File: config.mk
export PLATFORM = sky130hd
export DESIGN_NAME = fp_minmax_cmp_pipe_flat
export DESIGN_NICKNAME = d
export VERILOG_FILES = /design/src/rtl/fp_minmax_cmp_pipe_if.sv /design/src/rtl/fp_minmax_cmp_pipe.sv /design/src/flat_wrapper.sv
export SDC_FILE = /design/constraint.sdc
export NUM_CORES = 1
export LEC_CHECK = 0
export ABC_AREA = 1
export CAP_MARGIN = 40
export CELL_PAD_IN_SITES_DETAIL_PLACEMENT = 0
export CELL_PAD_IN_SITES_GLOBAL_PLACEMENT = 1
export CORE_MARGIN = 2
export CORE_UTILIZATION = 43
export DETAILED_ROUTE_END_ITERATION = 10
export GPL_TIMING_DRIVEN = 0
export PLACE_DENSITY = 0.93
export SLEW_MARGIN = 20
export SYNTH_ARGS = -nofsm -noshare
export SYNTH_HDL_FRONTEND = slang
export SYNTH_SLANG_ARGS = --single-unit
File: constraint.sdc
create_clock -name clk -period 9.6 [get_ports clk]
set_clock_uncertainty 0.2 [all_clocks]
set_input_delay 0.96 -clock clk [delete_from_list [all_inputs] [get_ports clk]]
set_output_delay 0.96 -clock clk [all_outputs]
set_load 0.02 [all_outputs]
File: src/rtl/fp_minmax_cmp_pipe_if.sv
// Handshake/data bundle for fp_minmax_cmp_pipe: issue side (a, b, op) and result side.
// The master drives operands and out_ready; the slave is the min/max/compare unit.
interface fp_minmax_cmp_pipe_if #(
  parameter int W = 32
);
  logic         in_valid;
  logic         in_ready;
  logic [W-1:0] a;
  logic [W-1:0] b;
  logic [2:0]   op;
  logic         out_valid;
  logic         out_ready;
  logic [W-1:0] result;
  logic         invalid;

  modport master (
    output in_valid, a, b, op, out_ready,
    input  in_ready, out_valid, result, invalid
  );

  modport slave (
    input  in_valid, a, b, op, out_ready,
    output in_ready, out_valid, result, invalid
  );
endinterface

File: src/rtl/fp_minmax_cmp_pipe.sv
// Two-stage FMIN/FMAX/FEQ/FLT/FLE unit with valid/ready backpressure.
// Optional accumulator ops (FMINACC/FMAXACC/ACCCLR) when FP_MINMAX_REDUCE_EN is defined.
module fp_minmax_cmp_pipe #(
  parameter int EXP_W = 8,
  parameter int MAN_W = 23
) (
  input  logic               clk,
  input  logic               rst,
  fp_minmax_cmp_pipe_if.slave bus
);
  localparam int W = 1 + EXP_W + MAN_W;
  localparam logic [W-1:0] CANON_NAN = {1'b0, {EXP_W{1'b1}}, 1'b1, {(MAN_W-1){1'b0}}};

  localparam logic [2:0] OP_FMIN    = 3'b000;
  localparam logic [2:0] OP_FMAX    = 3'b001;
  localparam logic [2:0] OP_FEQ     = 3'b010;
  localparam logic [2:0] OP_FLT     = 3'b011;
  localparam logic [2:0] OP_FLE     = 3'b100;
`ifdef FP_MINMAX_REDUCE_EN
  localparam logic [2:0] OP_FMINACC = 3'b101;
  localparam logic [2:0] OP_FMAXACC = 3'b110;
  localparam logic [2:0] OP_ACCCLR  = 3'b111;
`endif

  typedef struct packed {
    logic sign;
    logic zero;
    logic snan;
    logic qnan;
  } cls_t;

  function automatic cls_t classify(input logic [W-1:0] x);
    cls_t c;
    logic exp_ones;
    exp_ones = &x[W-2 -: EXP_W];
    c.sign = x[W-1];
    c.zero = ~|x[W-2:0];
    c.snan = exp_ones && (|x[MAN_W-1:0]) && !x[MAN_W-1];
    c.qnan = exp_ones && x[MAN_W-1];
    return c;
  endfunction

  // Raw sign-magnitude x < y; distinguishes -0 < +0.
  function automatic logic mag_lt(input logic sx, input logic [W-2:0] mx,
                                  input logic sy, input logic [W-2:0] my);
    if (sx != sy)
      return sx;
    else if (sx)
      return mx > my;
    else
      return mx < my;
  endfunction

  // Pipeline control
  logic s1_valid_reg;
  logic s2_valid_reg;
  logic s2_adv;
  logic s1_adv;

  assign s2_adv       = !s2_valid_reg || bus.out_ready;
  assign s1_adv       = s2_adv;
  assign bus.in_ready = !rst && (!s1_valid_reg || s1_adv);

  // Stage 1: operand capture and classification
  logic [W-1:0] in_opnd [2];
  cls_t         in_cls  [2];
  assign in_opnd[0] = bus.a;
  assign in_opnd[1] = bus.b;

  genvar gi;
  generate
    for (gi = 0; gi < 2; gi++) begin : g_cls
      assign in_cls[gi] = classify(in_opnd[gi]);
    end
  endgenerate

  logic [W-1:0] s1_a_reg;
  logic [W-1:0] s1_b_reg;
  logic [2:0]   s1_op_reg;
  cls_t         s1_ca_reg;
  cls_t         s1_cb_reg;

  always_ff @(posedge clk) begin
    if (bus.in_valid && bus.in_ready) begin
      s1_a_reg  <= bus.a;
      s1_b_reg  <= bus.b;
      s1_op_reg <= bus.op;
      s1_ca_reg <= in_cls[0];
      s1_cb_reg <= in_cls[1];
    end
  end

  // Stage 2 combinational compare/select
  logic [W-1:0] result_reg;
  logic         invalid_reg;
  logic [W-1:0] opb;
  cls_t         cb;
  logic         a_nan, b_nan, any_snan, both_zero, bits_eq;
  logic         a_lt_b, b_lt_a, is_max;
  logic [W-1:0] mm_res;
  logic [W-1:0] res_next;
  logic         inv_next;

`ifdef FP_MINMAX_REDUCE_EN
  logic [W-1:0] acc_reg;
  logic         s2_acc_reg;
  logic [W-1:0] acc_fwd;
  logic         s1_is_acc;
  // S1 only moves into S2 while S2 is leaving, so a pending accumulate result is forwarded.
  assign acc_fwd   = (s2_valid_reg && s2_acc_reg) ? result_reg : acc_reg;
  assign s1_is_acc = (s1_op_reg == OP_FMINACC) || (s1_op_reg == OP_FMAXACC) ||
                     (s1_op_reg == OP_ACCCLR);
`endif

  always_comb begin
    opb = s1_b_reg;
    cb  = s1_cb_reg;
    is_max = (s1_op_reg == OP_FMAX);
`ifdef FP_MINMAX_REDUCE_EN
    if (s1_op_reg == OP_FMINACC || s1_op_reg == OP_FMAXACC) begin
      opb = acc_fwd;
      cb  = classify(acc_fwd);
    end
    if (s1_op_reg == OP_FMAXACC)
      is_max = 1'b1;
`endif
    a_nan     = s1_ca_reg.snan || s1_ca_reg.qnan;
    b_nan     = cb.snan || cb.qnan;
    any_snan  = s1_ca_reg.snan || cb.snan;
    both_zero = s1_ca_reg.zero && cb.zero;
    bits_eq   = (s1_a_reg == opb);
    a_lt_b    = mag_lt(s1_ca_reg.sign, s1_a_reg[W-2:0], cb.sign, opb[W-2:0]);
    b_lt_a    = mag_lt(cb.sign, opb[W-2:0], s1_ca_reg.sign, s1_a_reg[W-2:0]);

    if (a_nan && b_nan)
      mm_res = CANON_NAN;
    else if (a_nan)
      mm_res = opb;
    else if (b_nan)
      mm_res = s1_a_reg;
    else if (is_max ? a_lt_b : b_lt_a)
      mm_res = opb;
    else
      mm_res = s1_a_reg;

    res_next = '0;
    inv_next = 1'b0;
    case (s1_op_reg)
      OP_FMIN, OP_FMAX: begin
        res_next = mm_res;
        inv_next = any_snan;
      end
      OP_FEQ: begin
        res_next[0] = !a_nan && !b_nan && (both_zero || bits_eq);
        inv_next    = any_snan;
      end
      OP_FLT: begin
        res_next[0] = !a_nan && !b_nan && !both_zero && a_lt_b;
        inv_next    = a_nan || b_nan;
      end
      OP_FLE: begin
        res_next[0] = !a_nan && !b_nan && (both_zero || bits_eq || a_lt_b);
        inv_next    = a_nan || b_nan;
      end
`ifdef FP_MINMAX_REDUCE_EN
      OP_FMINACC, OP_FMAXACC: begin
        res_next = mm_res;
        inv_next = any_snan;
      end
      OP_ACCCLR: begin
        res_next = CANON_NAN;
        inv_next = 1'b0;
      end
`endif
      default: begin
        res_next = '0;
        inv_next = 1'b0;
      end
    endcase
  end

  always_ff @(posedge clk) begin
    if (rst) begin
      s1_valid_reg <= 1'b0;
      s2_valid_reg <= 1'b0;
      result_reg   <= '0;
      invalid_reg  <= 1'b0;
    end else begin
      if (bus.in_ready)
        s1_valid_reg <= bus.in_valid;
      if (s2_adv) begin
        s2_valid_reg <= s1_valid_reg;
        if (s1_valid_reg) begin
          result_reg  <= res_next;
          invalid_reg <= inv_next;
        end
      end
    end
  end

`ifdef FP_MINMAX_REDUCE_EN
  always_ff @(posedge clk) begin
    if (rst) begin
      acc_reg    <= CANON_NAN;
      s2_acc_reg <= 1'b0;
    end else begin
      if (s2_valid_reg && bus.out_ready && s2_acc_reg)
        acc_reg <= result_reg;
      if (s2_adv && s1_valid_reg)
        s2_acc_reg <= s1_is_acc;
    end
  end
`endif

  assign bus.out_valid = s2_valid_reg;
  assign bus.result    = result_reg;
  assign bus.invalid   = invalid_reg;
endmodule
File: src/flat_wrapper.sv
// flat-port wrapper written by rule: the top's interface ports become plain ports
module fp_minmax_cmp_pipe_flat 
#(
  parameter int EXP_W = 8,
  parameter int MAN_W = 23
)
  (clk, rst, bus_in_valid, bus_a, bus_b, bus_op, bus_out_ready, bus_in_ready, bus_out_valid, bus_result, bus_invalid);
  fp_minmax_cmp_pipe_if bus_i ();
  input  logic clk;
  input  logic rst;
  input wire logic [$bits(bus_i.in_valid)-1:0] bus_in_valid;
  input wire logic [$bits(bus_i.a)-1:0] bus_a;
  input wire logic [$bits(bus_i.b)-1:0] bus_b;
  input wire logic [$bits(bus_i.op)-1:0] bus_op;
  input wire logic [$bits(bus_i.out_ready)-1:0] bus_out_ready;
  output wire logic [$bits(bus_i.in_ready)-1:0] bus_in_ready;
  output wire logic [$bits(bus_i.out_valid)-1:0] bus_out_valid;
  output wire logic [$bits(bus_i.result)-1:0] bus_result;
  output wire logic [$bits(bus_i.invalid)-1:0] bus_invalid;
  assign bus_i.in_valid = bus_in_valid;
  assign bus_i.a = bus_a;
  assign bus_i.b = bus_b;
  assign bus_i.op = bus_op;
  assign bus_i.out_ready = bus_out_ready;
  assign bus_in_ready = bus_i.in_ready;
  assign bus_out_valid = bus_i.out_valid;
  assign bus_result = bus_i.result;
  assign bus_invalid = bus_i.invalid;
  fp_minmax_cmp_pipe #(.EXP_W(EXP_W), .MAN_W(MAN_W)) u_core (.clk(clk), .rst(rst), .bus(bus_i));
endmodule
# Yosys cells after proc, flatten, opt, wreduce, memory -nomap -nowiden
# Index checks and enable logic that the tools add are counted.
word_totals:
  reg_bits: 110
  in_bits: 71
  out_inout_bits: 35
  elab_cells: 82
op_classes:
  order_cmp: 4
  n_eq_ne: 7
  n_mux: 12
  n_reduce_logical: 44
op_table:
  columns: ["operator", "count"]
  rows:
  - ["2-to-1 mux 32 bit", 4]
  - ["> comparator 31 bit", 2]
  - ["< comparator 31 bit", 2]
  - ["OR reduction 31 bit", 2]
  - ["OR reduction 23 bit", 2]
  - ["== test 32 bit", 1]
  - ["2-to-1 mux 31 bit", 1]
  - ["AND reduction 8 bit", 2]
  - ["logical AND 1 bit", 15]
  - ["logical NOT 1 bit", 10]
  - ["logical OR 1 bit", 8]
  - ["== test 3 x 2 -> 1 bit (second input constant)", 2]
  - ["2-to-1 mux 1 bit", 5]
  - ["case mux 1 bit (4 select lines)", 1]
  - ["OR reduction 2 bit", 2]
  - ["== test 3 x 1 -> 1 bit (second input constant)", 1]
  - ["== test 3 bit (second input constant)", 1]
  - ["logical NOT 3 bit", 1]
  - ["OR reduction 3 bit", 1]
  - ["!= test 1 bit", 2]
  - ["case mux 1 bit (2 select lines)", 1]
  - ["AND reduction 2 bit", 1]

# Longest topological paths before layout
# Gate-level depths: netlist (run 1).
logic_depth:
  depth_word: 9
  mapped_depth: 22
  ltp_nobuf: 22

# Worst setup path before layout (run 1)
# OpenSTA, ideal clock, no wires.
synth_path:
  path_type: "input-to-reg"
  startpoint: "in rst"
  endpoint: "reg u_core.s1_cb_reg, in the netlist u_core.cb[0] (enable)"
  setup_ns: 0.505
  arrival_time_ns: 4.326
  t_required_ns: 8.895
  slack_ns: 4.569
  stages: 4
  path_buffers: 1
  path_cell_list: "clkbuf_1 -> inv_1 -> nand2_1 -> nor2_1"
synth_via:
  elab_chain_cells: 3
synth_rtl:
  columns: ["element", "line_no", "text"]
  rows:
  - ["start: declaration", "flat_wrapper.sv:10", "input logic rst;"]
  - ["logical NOT 1 bit", "fp_minmax_cmp_pipe.sv:62", "assign bus.in_ready = !rst && (!s1_valid_reg || s1_adv);"]
  - ["logical AND 1 bit", "fp_minmax_cmp_pipe.sv:62", null]
  - ["logical AND 1 bit", "fp_minmax_cmp_pipe.sv:84", "if (bus.in_valid && bus.in_ready) begin"]
  - ["end signal: assignment", "fp_minmax_cmp_pipe.sv:89", "s1_cb_reg <= in_cls[1];"]
  - ["end: declaration", "fp_minmax_cmp_pipe.sv:81", "cls_t s1_cb_reg;"]
# No other way between the ends.
# A chain may end at the register's enable or synchronous reset.

# Worst setup path after layout (run 1)
layout_path:
  startpoint: "in bus_out_ready"
  endpoint: "out bus_in_ready"
layout_via:
  elab_chain_cells: 3
layout_rtl:
  columns: ["element", "line_no", "text"]
  rows:
  - ["start: declaration", "flat_wrapper.sv:15", "input wire logic [$bits(bus_i.out_ready)-1:0] bus_out_ready;"]
  - ["logical OR 1 bit", "fp_minmax_cmp_pipe.sv:60", "assign s2_adv = !s2_valid_reg || bus.out_ready;"]
  - ["logical OR 1 bit", "fp_minmax_cmp_pipe.sv:62", null]
  - ["logical AND 1 bit", "fp_minmax_cmp_pipe.sv:62", null]
  - ["end: declaration", "flat_wrapper.sv:16", "output wire logic [$bits(bus_i.in_ready)-1:0] bus_in_ready;"]
# No other way between the ends.

==> results of run 1 <==
[cells by family after synthesis]
kind of cell / count (synthesis) / share of synthesized area
AOI/OAI and AO/OA: 85 / 0.1285
and+or+nand+nor: 206 / 0.1829
xor gates and xnor gates: 1 / 0.001629
buffers and inverters: 97 / 0.07680
DFF: 108 / 0.5380
adders and majority gates: 31 / 0.07214
[cell type report]
| cell class | count | area (sq um) | share of cell area |
|---|---|---|---|
| tap | 168 | 210.2 | 0.03003 |
| multi-input combinational | 323 | 2078 | 0.2969 |
| inverter | 80 | 305.3 | 0.04361 |
| sequential | 108 | 2893 | 0.4132 |
| buffer | 17 | 107.6 | 0.01537 |
| clock inverter | 5 | 52.55 | 0.007507 |
| clock buffer | 11 | 242.7 | 0.03467 |
| timing repair buffer | 107 | 1111 | 0.1587 |
[layer usage]
layer  part of all wire  vias to the layer above  GRT usage
met1               0.44                     1876     0.2521
li1                   -                     2026          -
met2               0.51                       82     0.3517
met4              0.022                        0    0.07381
met5                  0                        -          0
met3              0.032                       23    0.03033
[synthesized netlist by cell type (3+ instances only)]
cell type	number
sky130_fd_sc_hd__dfxtp_1	35
sky130_fd_sc_hd__a21oi_2	19
sky130_fd_sc_hd__a21oi_1	29
sky130_fd_sc_hd__nor4_1	13
sky130_fd_sc_hd__inv_1	76
sky130_fd_sc_hd__buf_6	5
sky130_fd_sc_hd__nand3_1	10
sky130_fd_sc_hd__o211ai_1	10
sky130_fd_sc_hd__o211ai_2	21
sky130_fd_sc_hd__ha_1	31
sky130_fd_sc_hd__edfxtp_1	73
sky130_fd_sc_hd__nand2_1	106
sky130_fd_sc_hd__nand2_2	24
sky130_fd_sc_hd__clkbuf_1	8
sky130_fd_sc_hd__nand3b_1	3
sky130_fd_sc_hd__nor3_1	6
sky130_fd_sc_hd__nor2_1	26
sky130_fd_sc_hd__nand4_1	7
sky130_fd_sc_hd__nor2_2	3
[power groups by stage]
stage	logic, W	registers, W	clock network [W]
after floorplan	0.0000639	0.000536	0
after global placement	0.000122	0.000535	0
after detailed placement	0.000130	0.000533	0
after CTS	0.000131	0.000523	0.000374
after global routing	0.000143	0.000524	0.000392
final	0.000130	0.000523	0.000370
[per-stage QoR]
step / util / area, sq um / power [W]
finish: 0.5780 / 7000 / 0.001023
global route: 0.5780 / 7000 / 0.001059
CTS: 0.5780 / 7000 / 0.001027
detailed placement: 0.5536 / 6705 / 0.0006631
global placement: 0.5472 / 6628 / 0.0006572
floorplan: - / 5376 / 0.0006003
[worst paths after layout]
check                                             end            startpoint  cells past startpoint
worst min-delay path             u_core.bus.result[0]  u_core.bus.result[0]                      2
worst max-delay path                     bus_in_ready         bus_out_ready                      6
worst min register to register   u_core.bus.result[0]  u_core.bus.result[0]                      2
worst max register to register  u_core.bus.result[23]        u_core.opb[30]                     15
[tightest hold or removal path, delay by kind of cell, from the launching register on]
kind	cells	cell delay [ps]
AOI/OAI and AO/OA	1	50
and+or+nand+nor	1	60
DFF	1	310
[cells in the final DEF (no fill, tap or decap), types with 3 or more instances in the layout]
cell type	netlist	layout
sky130_fd_sc_hd__a21oi_1	29	29
sky130_fd_sc_hd__a21oi_2	19	19
sky130_fd_sc_hd__buf_6	5	5
sky130_fd_sc_hd__clkbuf_1	8	9
sky130_fd_sc_hd__clkbuf_16	0	9
sky130_fd_sc_hd__clkdlybuf4s50_1	0	104
sky130_fd_sc_hd__clkinv_1	1	3
sky130_fd_sc_hd__dfxtp_1	35	35
sky130_fd_sc_hd__edfxtp_1	73	73
sky130_fd_sc_hd__ha_1	31	31
sky130_fd_sc_hd__inv_1	76	76
sky130_fd_sc_hd__nand2_1	106	106
sky130_fd_sc_hd__nand2_2	24	24
sky130_fd_sc_hd__nand3_1	10	10
sky130_fd_sc_hd__nand3b_1	3	3
sky130_fd_sc_hd__nand4_1	7	7
sky130_fd_sc_hd__nor2_1	26	25
sky130_fd_sc_hd__nor2_2	3	3
sky130_fd_sc_hd__nor3_1	6	6
sky130_fd_sc_hd__nor4_1	13	13
sky130_fd_sc_hd__o211ai_1	10	10
sky130_fd_sc_hd__o211ai_2	21	21
==> Flow_metrics.wiki, run 1 <==
{| class="wikitable"
! Metric !! Value
|-
| Crit start category || input pin
|-
| Cell-by-cell trace of the critical path || clkdlybuf4s50_1, inv_1, nand3_1, nand2_1, inv_1, clkdlybuf4s50_1
|-
| Run status || finished, final reports clean
|-
| Kind of end point of the critical path || output pin
|-
| Antenna cells || 0
|-
| Family with the most delay on the worst path || buffers and inverters
|-
| FF-to-FF setup slack || 6830 ps
|-
| Data required time of the critical path || 8440 ps
|-
| Highest Clock Rate || 0.2866 GHz
|-
| Measured slew at the worst slew-check pin || 795.2 ps
|-
| Combinational group share of total power || 0.127
|-
| Area share of the largest cell type after synthesis || 0.4077
|-
| Setup-failing EPs final || 0
|-
| Post CTS Setup Buffer Count || 0
|-
| Buffers and inverters on the worst path || 4
|-
| Wire length of the first global-routing pass || 20400 um
|-
| Clock sink count || 108
|-
| Register share of total power || 0.511
|-
| Core area || 12110 sq um
|-
| Port Buffer Count || 104
|-
| Largest area contributor in the synthesized netlist || sky130_fd_sc_hd__edfxtp_1
|-
| Post-layout net count || 748
|-
| Layout filler cell count || 1041
|-
| Reg clk slew, reported paths || 70 ps
|-
| Post-route insts no fill || 819
|-
| Crit path setup slack, layout || 6111 ps
|-
| Classification of the worst-slack hold path || reg -> reg
|-
| WL/cell || 15.66 um
|-
| Site Rows || 40
|-
| I/O pin count || 106
|-
| Seq/Total Area, Yosys || 0.5380
|-
| Synth Instances || 528
|-
| Syn nets || 630
|-
| Final-layout setup total negative slack || 0 ps
|-
| Share of synthesized flip-flops with an asynchronous set or reset || 0
|-
| Synth Register Bits || 108
|-
| Yosys synthesis warning count || 0
|-
| Unrepaired setup endpoints after global routing || false
|-
| Level count of the clock H-tree || 3
|-
| Initial antenna violation count || 0
|-
| Via count || 4007
|-
| Cell area power density || 146.1 nW/um^2
|-
| Max rail drop VDD || 71.37 uV
|-
| Final hold slack || 268.6 ps
|-
| Total CTS buffers || 9
|-
| Hold violation total from the final report || 0
|-
| Average size of a mapped cell || 10.18 sq um
|-
| Post-cts gate resize count || 0
|-
| Maximum capacitance violations || 0
|-
| Final max-slew violation count || 0
|-
| Fraction of power consumed by the clock network || 0.362
|-
| Last weighted congestion value of the routability-driven placer || 0.8946
|-
| Area Overhead vs Synth || 30.21%
|-
| Post-placement worst setup slack || 6108 ps
|-
| Count of cell types in the netlist || 37
|-
| Max clock buf depth || 2
|-
| Insertion delay to the later sink of the worst-skew pair || 350 ps
|-
| Sum of routed wire length over all layers || 12820 um
|-
| Overall die area || 13410 sq um
|-
| DRC violations left || 0
|-
| Congestion Overflow GR || 0
|-
| Switching share of power || 0.2363
|-
| Category of the critical setup timing path || in -> out
|-
| Hold-fix buffers at CTS || 0
|-
| Width of the die || 115.8 um
|-
| Top_reg_cell synth || sky130_fd_sc_hd__edfxtp_1
|-
| Number of global-route vias before repair || 4143
|-
| Worst-path maximum fanout || 2
|-
| Worst Path Arrival || 2330 ps
|-
| Leak pwr || 2.739 nW
|-
| EDFF count, synth || 73
|-
| Half-perimeter wire length after detailed placement || 9850 um
|-
| Synthesized area || 5376 sq um
|-
| Final Critical Period || 3489 ps
|-
| Largest net degree at the start of global routing || 27
|-
| Vertical die dimension || 115.8 um
|-
| Cell at the slowest stage of the critical path || sky130_fd_sc_hd__clkdlybuf4s50_1
|-
| Post-route clock period utilization || 0.3635
|-
| Placed Cells || 803
|-
| Max reg flops || 32
|-
| Global-route usage over all layers || 0.2006
|-
| Switching pwr || 0.0002418 W
|-
| Number of DRC markers after the initial detailed-route iteration || 219
|-
| Via-per-instance ratio || 4.893
|-
| TritonCTS clock tree || built
|-
| Starting utilization of the core area || 0.4439
|-
| Largest stage delay on the critical path || 590 ps
|-
| Root cell of the clock tree || sky130_fd_sc_hd__clkbuf_16
|-
| Remaining number of nets flagged by the antenna check after routing || 0
|-
| Max-slew headroom at the worst pin || 0.4699
|-
| Largest cells by area after synthesis || sky130_fd_sc_hd__edfxtp_1 41%, sky130_fd_sc_hd__dfxtp_1 13%, sky130_fd_sc_hd__nand2_1 7.4%
|-
| First-pass iteration count of the detailed router || 4
|-
| Ratio of cells with drive above 1 in the final layout || 0.1567
|-
| Internal power contribution || 0.0007813 W
|}
Note: power is estimated with default switching activity, not from simulation.
==> inputs of run 2 (changes only) <==
Settings changed: CORE_UTILIZATION 43 to 36, PLACE_DENSITY 0.93 to 0.84.
Clock period 9.6 ns to 2.8 ns, I/O delays scaled along.
==> Flow_metrics.wiki, run 2 (synthesized netlist as in run 1, its figures left out) <==
{| class="wikitable"
! Metric !! Value
|-
| Classification of the worst-slack hold path || in -> reg
|-
| Core area || 14590 sq um (+20%)
|-
| Antenna cells || 0 (unchanged)
|-
| Most common library cell in the layout ignoring fill and taps || sky130_fd_sc_hd__clkdlybuf4s50_1
|-
| Overall die area || 15930 sq um (+19%)
|-
| Maximum capacitance violations || 0 (unchanged)
|-
| Via count || 4106 (+2.5%)
|-
| Clock sink count || 108 (unchanged)
|-
| Post-placement worst setup slack || 41.19 ps (-6067 ps)
|-
| Initial antenna violation count || 0 (unchanged)
|-
| Half-perimeter wire length after detailed placement || 10280 um (+4.4%)
|-
| Cell area power density || 476.7 nW/um^2 (+230%)
|-
| Port Buffer Count || 104 (unchanged)
|-
| Worst-path maximum fanout || 10 (+8)
|-
| Post-route clock period utilization || 0.9945
|-
| Area taken by flip-flops and latches || 2893 sq um (unchanged)
|-
| Core Util, Final || 0.4976 (-0.08040)
|-
| Starting utilization of the core area || 0.3685 (-0.07538)
|-
| TritonCTS clock tree || built
|-
| Site Rows || 44 (+10%)
|-
| Max rail drop VDD || 288.7 uV (+300%)
|-
| First-pass iteration count of the detailed router || 4 (unchanged)
|-
| Hold violation total from the final report || 0 (unchanged)
|-
| Sum of routed wire length over all layers || 13720 um (+7.0%)
|-
| Vertical die dimension || 126.2 um (+9.0%)
|-
| Remaining number of nets flagged by the antenna check after routing || 0 (unchanged)
|-
| I/O pin count || 106 (unchanged)
|-
| Last weighted congestion value of the routability-driven placer || 0.8422 (-5.9%)
|-
| Ratio of cells with drive above 1 in the final layout || 0.1997 (+0.04302)
|-
| Setup-failing EPs final || 0 (unchanged)
|-
| Crit path setup slack, layout || 15.41 ps (-6095 ps)
|-
| Unrepaired setup endpoints after global routing || true
|-
| Number of DRC markers after the initial detailed-route iteration || 185 (-16%)
|-
| Worst Path Arrival || 2800 ps (+470 ps)
|-
| Highest Clock Rate || 0.3591 GHz
|-
| Insertion delay to the later sink of the worst-skew pair || 350 ps (about the same)
|-
| Layout filler cell count || 1311 (+26%)
|-
| Category of the critical setup timing path || reg -> reg
|-
| Post-layout net count || 758 (+1.3%)
|-
| Max clock buf depth || 2 (unchanged)
|-
| Root cell of the clock tree || sky130_fd_sc_hd__clkbuf_16
|-
| Width of the die || 126.2 um (+9.0%)
|-
| Total CTS buffers || 9 (unchanged)
|-
| Number of global-route vias before repair || 4092 (-1.2%)
|-
| Leak pwr || 2.835 nW (+3.5%)
|-
| Final max-slew violation count || 0 (unchanged)
|-
| WL/cell || 16.24 um (+3.7%)
|-
| DRC violations left || 0 (unchanged)
|-
| Max-slew headroom at the worst pin || 0.4799 (+0.01008)
|-
| Measured slew at the worst slew-check pin || 777.2 ps (-17.99 ps)
|-
| Congestion Overflow GR || 0 (unchanged)
|-
| Reg clk slew, reported paths || 70 ps (about the same)
|-
| Largest net degree at the start of global routing || 23 (-15%)
|-
| Final Critical Period || 2785 ps
|-
| Max reg flops || 32 (unchanged)
|-
| Via-per-instance ratio || 4.859 (-0.68%)
|-
| Global-route usage over all layers || 0.1671 (-0.03348)
|-
| Combined area of the multi-input logic cells || 2215 sq um (+6.6%)
|-
| Kind of end point of the critical path || flop
|-
| Highest-count cells in the layout ignoring fill and taps || 104 x sky130_fd_sc_hd__clkdlybuf4s50_1, 98 x sky130_fd_sc_hd__nand2_1, 74 x sky130_fd_sc_hd__inv_1
|-
| Level count of the clock H-tree || 3 (unchanged)
|-
| Run status || finished, final reports clean
|-
| Crit start category || flop
|-
| Wire length of the first global-routing pass || 20740 um (+1.7%)
|-
| Area Overhead vs Synth || 35.02%
|-
| Data required time of the critical path || 2820 ps (-5620 ps)
|}
## run 2: cell types whose count changed in the layout (fill, tap and decap cells not counted), moves of 2 or more
cell                        before  now
sky130_fd_sc_hd__nand2_1       106   98
sky130_fd_sc_hd__buf_4           1    7
sky130_fd_sc_hd__ha_1           31   25
sky130_fd_sc_hd__ha_4            0    6
sky130_fd_sc_hd__nand2_2        24   29
sky130_fd_sc_hd__clkinv_2        0    4
sky130_fd_sc_hd__nand2_4         1    4
sky130_fd_sc_hd__clkbuf_16       9   11
sky130_fd_sc_hd__inv_1          76   74
sky130_fd_sc_hd__inv_2           2    4
## run 2: power breakdown
part           internal, W  switching [W]
clock             0.000595       0.000576
combinational     0.000233       0.000261
sequential         0.00176      0.0000320
total              0.00259       0.000869
## run 2: what timing repair did
| item | in CTS | in global routing |
|---|---|---|
| setup buffers | 0 | 7 |
| endpoints found under the setup margin | 0 | 31 |
| hold buffers | 0 | 0 |
| resized for setup | 0 | 28 |
## run 2: final cells by class
cell class | count | area share
Inverter | 80 | 0.04205
Multi-Input combinational cell | 323 | 0.3051
Clock inverter | 6 | 0.004309
Timing Repair Buffer | 117 | 0.1705
Tap cell | 184 | 0.03171
Clock buffer | 10 | 0.03154
Sequential cell | 108 | 0.3985
Buffer | 17 | 0.01637
## run 2: metal layers
layer | vias up | part of all wire | track usage
met5 | - | 0 | 0
met4 | 0 | 0.022 | 0.07111
met3 | 20 | 0.035 | 0.02846
met2 | 89 | 0.51 | 0.2922
met1 | 1941 | 0.43 | 0.2034
li1 | 2056 | - | -
## run 2: worst max-delay path: stages (launching register included)
cell,delay [ps]
sky130_fd_sc_hd__edfxtp_1,450
sky130_fd_sc_hd__ha_4,320
sky130_fd_sc_hd__nand2_4,50
sky130_fd_sc_hd__nor2_4,140
sky130_fd_sc_hd__nand4_4,110
sky130_fd_sc_hd__nor3_4,230
sky130_fd_sc_hd__nand2_1,90
sky130_fd_sc_hd__nand2_2,90
sky130_fd_sc_hd__nand2_2,70
sky130_fd_sc_hd__nand2_2,70
sky130_fd_sc_hd__nand3_2,60
sky130_fd_sc_hd__nand2_2,90
sky130_fd_sc_hd__nand2_4,70
sky130_fd_sc_hd__nand2_8,120
sky130_fd_sc_hd__inv_6,60
sky130_fd_sc_hd__buf_6,160
sky130_fd_sc_hd__o211ai_2,180
sky130_fd_sc_hd__a21oi_2,70
## run 2: path summary, 6_finish.rpt
path	startpoint	endpoint	slack [ps]	depth (start not counted)
worst max-delay path	u_core.opb[28]	u_core.bus.result[15]	20	17
worst min-delay path	rst	u_core.bus.result[4]	130	2
worst max register to register	u_core.opb[28]	u_core.bus.result[15]	20	17
worst min register to register	u_core.bus.result[2]	u_core.bus.result[2]	270	2
## run 2: per-stage QoR
stage / cells / TNS [ps] / hold WS (ps) / cell area, sq um / power, W
5_1_grt: 845 / -2547 / 176.4 / 7259 / 0.003577
3_3_place_gp: 816 / -22580 / 261.4 / 6655 / 0.002253
4_1_cts: 835 / 0 / 143.2 / 6998 / 0.003430
3_5_place_dp: 819 / 0 / 259.5 / 6738 / 0.002280
2_1_floorplan: 528 / 0 / 178.9 / 5384 / 0.002056
6_report: 845 / 0 / 135.0 / 7259 / 0.003461
==> inputs of run 3 (changes only) <==
Settings changed: CORE_MARGIN 2 to default.
==> Flow_metrics.wiki, run 3 (synthesized netlist as in run 1, its figures left out) <==
{| class="wikitable"
! Metric !! Value
|-
| Max reg flops || 32 (unchanged)
|-
| Leak pwr || 2.841 nW (+0.21%)
|-
| Width of the die || 124.2 um (-1.6%)
|-
| Most common library cell in the layout ignoring fill and taps || sky130_fd_sc_hd__clkdlybuf4s50_1
|-
| Remaining number of nets flagged by the antenna check after routing || 0 (unchanged)
|-
| Post-route clock period utilization || 0.9676 (-0.02686)
|-
| Last weighted congestion value of the routability-driven placer || 0.7837 (-6.9%)
|-
| Classification of the worst-slack hold path || in -> reg
|-
| Highest Clock Rate || 0.3691 GHz (+2.8%)
|-
| Post-route insts no fill || 848 (+0.36%)
|-
| Final max-slew violation count || 0 (unchanged)
|-
| Hold-fix buffers at CTS || 0 (unchanged)
|-
| Unrepaired setup endpoints after global routing || true
|-
| Post-placement worst setup slack || 35.00 ps (-6.188 ps)
|-
| Max rail drop VDD || 265.2 uV (-8.1%)
|-
| Final Critical Period || 2709 ps (-75.20 ps)
|-
| Core Util, Final || 0.4991 (+0.001540)
|-
| Data required time of the critical path || 2830 ps (about the same)
|-
| Measured slew at the worst slew-check pin || 791.4 ps (+14.17 ps)
|-
| Root cell of the clock tree || sky130_fd_sc_hd__clkbuf_16
|-
| Starting utilization of the core area || 0.3699 (+0.001396)
|-
| Post-layout net count || 761 (+0.40%)
|-
| Level count of the clock H-tree || 3 (unchanged)
|-
| Congestion Overflow GR || 0 (unchanged)
|-
| WL/cell || 15.70 um (-3.3%)
|-
| Crit start category || flop
|-
| Max-slew headroom at the worst pin || 0.4724 (-0.007534)
|-
| Number of DRC markers after the initial detailed-route iteration || 170 (-8.1%)
|-
| Largest net degree at the start of global routing || 31 (+35%)
|-
| I/O pin count || 106 (unchanged)
|-
| Max clock buf depth || 2 (unchanged)
|-
| Overall die area || 15430 sq um (-3.1%)
|-
| DRC violations left || 0 (unchanged)
|-
| First-pass iteration count of the detailed router || 4 (unchanged)
|-
| Sum of routed wire length over all layers || 13310 um (-3.0%)
|-
| Global-route usage over all layers || 0.1740 (+0.006822)
|-
| Kind of end point of the critical path || flop
|-
| Maximum capacitance violations || 0 (unchanged)
|-
| Initial antenna violation count || 0 (unchanged)
|-
| Half-perimeter wire length after detailed placement || 10220 um (-0.61%)
|-
| Site Rows || 44 (unchanged)
|-
| TritonCTS clock tree || built
|-
| Final hold slack || 170.4 ps (+35.40 ps)
|-
| Cell area power density || 479.4 nW/um^2 (+0.57%)
|-
| Highest-count cells in the layout ignoring fill and taps || 104 x sky130_fd_sc_hd__clkdlybuf4s50_1, 103 x sky130_fd_sc_hd__nand2_1, 75 x sky130_fd_sc_hd__inv_1
|-
| Area Overhead vs Synth || 34.93% (about the same)
|-
| Insertion delay to the later sink of the worst-skew pair || 360 ps (about the same)
|-
| Via count || 4087 (-0.46%)
|-
| Antenna cells || 0 (unchanged)
|-
| Category of the critical setup timing path || reg -> reg
|-
| Wire length of the first global-routing pass || 20570 um (-0.83%)
|-
| Setup-failing EPs final || 0 (unchanged)
|-
| Crit path setup slack, layout || 90.61 ps (+75.20 ps)
|-
| Core area || 14530 sq um (-0.38%)
|-
| Worst-path maximum fanout || 10 (unchanged)
|-
| Hold violation total from the final report || 0 (unchanged)
|-
| Port Buffer Count || 104 (unchanged)
|-
| Worst Path Arrival || 2740 ps (-60 ps)
|-
| Vertical die dimension || 124.2 um (-1.6%)
|-
| Run status || finished, final reports clean
|-
| Clock sink count || 108 (unchanged)
|-
| Layout filler cell count || 1324 (+0.99%)
|-
| Reg clk slew, reported paths || 70 ps (about the same)
|-
| Via-per-instance ratio || 4.820 (-0.81%)
|-
| Ratio of cells with drive above 1 in the final layout || 0.1988 (-0.0009022)
|-
| Total CTS buffers || 9 (unchanged)
|-
| Placed Cells || 818 (-0.12%)
|-
| Power Total || 0.003478 W (+0.50%)
|-
| Number of global-route vias before repair || 4042 (-1.2%)
|}
[run 3: layout make-up]
class                           instances  area (sq um)  share of cell area
Sequential cell                       108          2893              0.3988
Tap cell                              184         230.2             0.03174
Multi-Input combinational cell        323          2198              0.3030
Timing Repair Buffer                  120          1211              0.1670
Clock inverter                          7         51.30            0.007071
Buffer                                 17         137.6             0.01897
Clock buffer                            9         225.2             0.03105
Inverter                               80         307.8             0.04243
[run 3: where the power goes]
part           switching (W)  internal (W)
clock               0.000595      0.000606
sequential         0.0000313       0.00176
combinational       0.000257      0.000225
[run 3: critical path: stages, from the launching register on]
cell and delay [ps]:
sky130_fd_sc_hd__edfxtp_1 450, sky130_fd_sc_hd__ha_4 310, sky130_fd_sc_hd__nand2_2 70, sky130_fd_sc_hd__nor2_4 150
sky130_fd_sc_hd__nand4_4 110, sky130_fd_sc_hd__nor3_4 150, sky130_fd_sc_hd__nand3b_1 150, sky130_fd_sc_hd__nand2_2 120
sky130_fd_sc_hd__nand2_2 50, sky130_fd_sc_hd__nand3_2 60, sky130_fd_sc_hd__nand2_2 70, sky130_fd_sc_hd__nand2_4 80
sky130_fd_sc_hd__nand2_8 70, sky130_fd_sc_hd__buf_6 160, sky130_fd_sc_hd__o211ai_1 260, sky130_fd_sc_hd__a21oi_1 100
[run 3: worst paths after layout]
path / slack [ps] / cells past startpoint / start / to
min reg2reg: 270 / 2 / u_core.bus.result[1] / u_core.bus.result[1]
min: 170 / 2 / rst / u_core.bus.result[1]
max: 90 / 15 / u_core.opb[30] / u_core.bus.result[25]
max reg2reg: 90 / 15 / u_core.opb[30] / u_core.bus.result[25]
[run 3: repair_timing]
item,in CTS,in global routing
buffers inserted,0,13
gates resized for setup,0,27
endpoints found under the hold margin,0,0
endpoints found under the setup margin,0,31
[run 3: per-layer routing]
metal,vias up,global-route usage,share of wire
met3,17,0.02888,0.027
met2,77,0.3091,0.53
met4,0,0.07016,0.019
li1,2053,-,-
met5,-,0,0
met1,1940,0.2074,0.43
[run 3: metrics by stage]
step	instance area (sq um)	setup TNS [ps]
after floorplan	5384	0
after global placement	6655	-21800
after detailed placement	6703	0
after CTS	6979	0
after global routing	7254	-163.4
final	7254	0
